`config.mk`:
```
export PLATFORM = sky130hd
export DESIGN_NAME = signed_multiplier
export DESIGN_NICKNAME = d
export VERILOG_FILES = /design/src/rtl/signed_multiplier.sv
export SDC_FILE = /design/constraint.sdc
export NUM_CORES = 1
export LEC_CHECK = 0
export CAP_MARGIN = 20
export CELL_PAD_IN_SITES_DETAIL_PLACEMENT = 0
export CELL_PAD_IN_SITES_GLOBAL_PLACEMENT = 1
export CORE_AREA = 2 2 102 104
export DETAILED_ROUTE_END_ITERATION = 8
export DIE_AREA = 0 0 104 106
export MAX_ROUTING_LAYER = met4
export PLACE_DENSITY_LB_ADDON = 0.12
export REMOVE_ABC_BUFFERS = 1
export SETUP_SLACK_MARGIN = 0.5
export SLEW_MARGIN = 20
export SYNTH_ARGS = -nofsm -noshare
export SYNTH_HDL_FRONTEND = slang
export SYNTH_SLANG_ARGS = --single-unit
export TNS_END_PERCENT = 100
```
`constraint.sdc`:
```
create_clock -name clk -period 2.3 [get_ports clk]
set_clock_uncertainty 0.05 [all_clocks]
set_input_delay 0.46 -clock clk [delete_from_list [all_inputs] [get_ports clk]]
set_output_delay 0.46 -clock clk [all_outputs]
set_load 0.02 [all_outputs]
```
`src/rtl/signed_multiplier.sv`:
```
// rtl/signed_multiplier.sv - Sequential radix-2 Booth signed multiplier, 2N-bit product
// Optional overflow flag port ovf is built only when SMUL_OVF_EN is defined.
module signed_multiplier #(
  parameter int N = 8
) (
  input  logic           clk,
  input  logic           rst_n,
  input  logic [N-1:0]   databus,
  input  logic           ldm,
  input  logic           ldq,
  input  logic           st,
  output logic [2*N-1:0] prod,
  output logic           busy,
  output logic           done
`ifdef SMUL_OVF_EN
  ,
  output logic           ovf
`endif
);

  localparam int CW = (N > 2) ? $clog2(N) : 1;

  typedef enum logic [1:0] {
    S_IDLE = 2'd0,
    S_RUN  = 2'd1,
    S_DONE = 2'd2
  } state_e;

  state_e         state_q;
  logic [N-1:0]   m_q;
  logic [N-1:0]   q_q;
  logic [N:0]     a_q;
  logic [N-1:0]   qr_q;
  logic           q1_q;
  logic [CW-1:0]  cnt_q;
  logic [2*N-1:0] prod_q;
  logic           busy_q;
  logic           done_q;

  logic [N:0]     m_ext;
  logic [N:0]     sum;
  logic [N:0]     a_d;
  logic [N-1:0]   qr_d;
  logic           q1_d;
  logic [2*N-1:0] prod_d;
  logic           start;

  // Start only from IDLE and only when no operand load competes for the cycle.
  assign start = st && !ldm && !ldq;

  always_comb begin
    m_ext = {m_q[N-1], m_q};
    sum   = a_q;
    case ({qr_q[0], q1_q})
      2'b01:   sum = a_q + m_ext;
      2'b10:   sum = a_q - m_ext;
      default: sum = a_q;
    endcase
    a_d    = {sum[N], sum[N:1]};
    qr_d   = {sum[0], qr_q[N-1:1]};
    q1_d   = qr_q[0];
    prod_d = {a_d[N-1:0], qr_d};
  end

`ifdef SMUL_OVF_EN
  logic ovf_q;
  logic ovf_d;

  // Fits in N bits only when the top N+1 product bits are a pure sign extension.
  always_comb begin
    ovf_d = !((&prod_d[2*N-1:N-1]) || !(|prod_d[2*N-1:N-1]));
  end

  assign ovf = ovf_q;
`endif

  always_ff @(posedge clk) begin
    if (!rst_n) begin
      state_q <= S_IDLE;
      m_q     <= '0;
      q_q     <= '0;
      a_q     <= '0;
      qr_q    <= '0;
      q1_q    <= 1'b0;
      cnt_q   <= '0;
      prod_q  <= '0;
      busy_q  <= 1'b0;
      done_q  <= 1'b0;
`ifdef SMUL_OVF_EN
      ovf_q   <= 1'b0;
`endif
    end else begin
      case (state_q)
        S_IDLE: begin
          if (ldm) m_q <= databus;
          if (ldq) q_q <= databus;
          if (start) begin
            a_q     <= '0;
            qr_q    <= q_q;
            q1_q    <= 1'b0;
            cnt_q   <= '0;
            prod_q  <= '0;
            busy_q  <= 1'b1;
`ifdef SMUL_OVF_EN
            ovf_q   <= 1'b0;
`endif
            state_q <= S_RUN;
          end
        end
        S_RUN: begin
          a_q   <= a_d;
          qr_q  <= qr_d;
          q1_q  <= q1_d;
          cnt_q <= cnt_q + 1'b1;
          if (cnt_q == CW'(N - 1)) begin
            prod_q  <= prod_d;
            busy_q  <= 1'b0;
            done_q  <= 1'b1;
`ifdef SMUL_OVF_EN
            ovf_q   <= ovf_d;
`endif
            state_q <= S_DONE;
          end
        end
        S_DONE: begin
          if (ldm) m_q <= databus;
          if (ldq) q_q <= databus;
          done_q  <= 1'b0;
          state_q <= S_IDLE;
        end
        default: begin
          busy_q  <= 1'b0;
          done_q  <= 1'b0;
          state_q <= S_IDLE;
        end
      endcase
    end
  end

  assign prod = prod_q;
  assign busy = busy_q;
  assign done = done_q;

endmodule

```
==> results by group <==
Outcome
  • Status: finished with violations
  • Violated checks: setup timing

Timing
  • Worst Setup Slack, final: -160 ps
  • Pins over their slew limit: 0
  • Maximum clock frequency: between 400 and 500 MHz
  • Measured slew at the worst slew-check pin: 495 ps
  • Unrepaired setup endpoints after global routing: true
  • Crit path time final: 2460 ps
  • Max_slew headroom: between 60% and 70%
  • Final setup viols: 8
  • Setup tns final: -448 ps
  • Tcrit/Tclk final: 107%
  • Final hold violations: 0

Worst setup path
  • Setup crit start kind: register
  • CP arrival: around 2600 ps
  • Critical Path Sink Type: register
  • Slowest-stage cell, CP: a2111o_1
  • Slowest stage delay, CP: 400 ps
  • CP required: 2470 ps
  • Critical path class: reg2reg
  • Critical-path cell list: nor3_4, a31oi_4, xnor2_2, ha_1, a2111o_1, o22ai_2, mux2i_2, xnor2_1, a32o_1
  • CP bufs+invs: 0
  • Largest delay contributor family on the critical path: compound AO/OA/AOI/OAI gates
  • Crit-path max FO: 4

Cells and area
  • Ant diodes: 0
  • Most frequent cells in the layout: 58 x nand2_1, 49 x dfxtp_1, 28 x buf_4
  • Most common cell after layout, fill and taps aside: nand2_1
  • Layout area overhead: 39.9%
  • Fillers: 1,057
  • Layout Nets: 423
  • Non-filler instance count after layout: ~530
  • Layout cells sized above 1: 27.4%
  • Sequential Area: 1130 µm²
  • Area of the multi-input gates: 1920 µm²
  • Final core occ: 40.3%

Route
  • Vias: 2,532
  • Drt pass-1 iters: 4
  • Routed len/inst: 15.3 µm
  • Iter 0 DRT Violations: 77
  • Via-per-instance ratio: 4.74
  • Final ANT Viol Nets: 0
  • Wirelength, routed: 8.15 mm
  • DRC errors left: 0

Logic synthesis
  • FF+latch count, synth: 56
  • Synth area leaders: dfxtp_1 39%, nand2_1 7.7%, a21boi_1 5.7%
  • Count of cell types in the netlist: 46
  • Sequential area share after synthesis: 38.9%
  • Synth Instances: between 300 and 400
  • Avg Cell Area, Syn: about 8.5 µm²
  • Ys async rst share: 0%
  • Synth warn: 0
  • Area leader, netlist: dfxtp_1
  • Synthesized area: 2880 µm²
  • Area share of the largest cell type after synthesis: 38.9%
  • EDFF count, synth: 0
  • Main synth FF type: dfxtp_1

Floorplanning
  • Chip height: 106 µm
  • Starting Density: 28.8%
  • Number of core rows: 37
  • Chip Width: 104 µm
  • Die area: 11,000 µm²
  • Boundary Pins: 31
  • Total core area: ~10000 µm²

Global route
  • Largest net degree at the start of global routing: 26
  • Grt ovf: 0
  • Initial antenna violation count: 0
  • Number of global-route vias before repair: 2,568
  • Total GRT Usage: between 10 and 15%
  • First-pass GRT wire length: approximately 13 mm

Place
  • Placer Congestion: 0.843
  • Number of port buffers: 30
  • # placed instances: about 520
  • Final HPWL DP: between 5 and 6 mm

Clock tree
  • CTS H-tree depth: 2
  • Clock slew at reported path FFs: 110 ps
  • CTS Sinks: 56
  • CTS Buffer Depth: 2
  • CTS tree: done
  • CTS root buffer: clkbuf_8
  • Clk Latency, worst-skew pair: 320 ps
  • TritonCTS Buffers: 5

Power and ir drop
  • P_leak: 1.78 nW
  • Overall power: 2.36 mW
  • P per Cell Area: about 590 nW/µm²
  • Maximum vdd drop: 0.261 mV

Worst hold path
  • Hold/Removal Path Class: reg2reg

Job
  • # Max-Cap Violations: 0
==> cell type report <==
type	instances	area share, %
multi-input cells	256	47.5
flip-flops and latches	56	28.1
repair buffers	71	17.0
well taps	136	4.22
clock buffers	5	1.71
clock inverters	3	0.713
inverters	7	0.713
==> per-stage QoR <==
stage	hold WS [ps]	worst slack, ps	area (µm²)
5_1_grt	431	-282	4030
2_1_floorplan	385	-254	2770
4_1_cts	415	-156	3840
6_report	407	-160	4030
3_5_place_dp	399	-258	3500
3_3_place_gp	392	-256	3500
==> cell families (layout without fill, tap and decap cells) <==
family	Yosys count	in the layout	synth area share, %
compound gates	86	87	21.5
xor+xnor	12	12	3.64
fa+ha+maj	13	13	5.90
buf+inv	29	86	4.99
flops	56	56	38.9
mux	3	3	1.21
simple gates	141	141	23.9
==> worst min-delay path, stage by stage (launching register included) <==
cell	delay [ps]
dfxtp_1	320
nand2_1	50
a21boi_1	50
==> flip-flops by register name, summed over array words and instances (netlist names) <==
| signal | flops |
|---|---|
| a_q | 8 |
| busy | 1 |
| cnt_q | 3 |
| done | 1 |
| m_q | 8 |
| prod | 16 |
| q1_q | 1 |
| q_q | 8 |
| qr_q | 8 |
| state_q | 2 |
==> path summary, 6_finish.rpt <==
kind	slack (ps)	endpoint	start	cells past startpoint
worst max register to register	-160	prod[15]$_SDFFE_PN0P_	m_q[2]$_SDFFE_PN0P_	9
worst min register to register	410	prod[9]$_SDFFE_PN0P_	prod[9]$_SDFFE_PN0P_	2
worst min-delay path	410	prod[9]$_SDFFE_PN0P_	prod[9]$_SDFFE_PN0P_	2
worst max-delay path	-160	prod[15]$_SDFFE_PN0P_	m_q[2]$_SDFFE_PN0P_	9
==> power by group <==
group | switching, mW | internal [mW] | total, mW
Clock | 0.381 | 0.232 | 0.613
Combinational | 0.333 | 0.371 | 0.705
Sequential | 0.0385 | 1.01 | 1.05
==> timing repair <==
item	CTS	global route
buffers inserted	5	4
pin swaps	33	22
hold buffers	0	0
gates resized for setup	58	36
setup endpoints to repair	34	37
cloned	0	1
==> Yosys cell counts, types with 2 or more instances <==
cell type  number
a211oi_1        2
a21boi_1       22
a21oi_1        19
a22oi_1        12
a31oi_1         3
and3_1          2
buf_6           3
clkbuf_1       17
dfxtp_1        56
ha_1           12
inv_1           6
nand2_1        59
nand2b_1       12
nand3_1        19
nor2_1         16
nor2b_1        18
nor3_1          4
o211a_1         9
o211ai_1        2
o21a_1          4
o21ai_1         7
or3_1           2
xnor2_1        10
xor2_1          2
==> per-layer routing <==
layer	up-vias	GRT usage, %	part of all wire (%)
met3	10	1.90	2.2
met5	-	-	0
li1	1292	-	-
met4	0	4.25	1.6
met1	1190	18.0	47
met2	40	26.3	49
(Power assumes the default switching activity.)
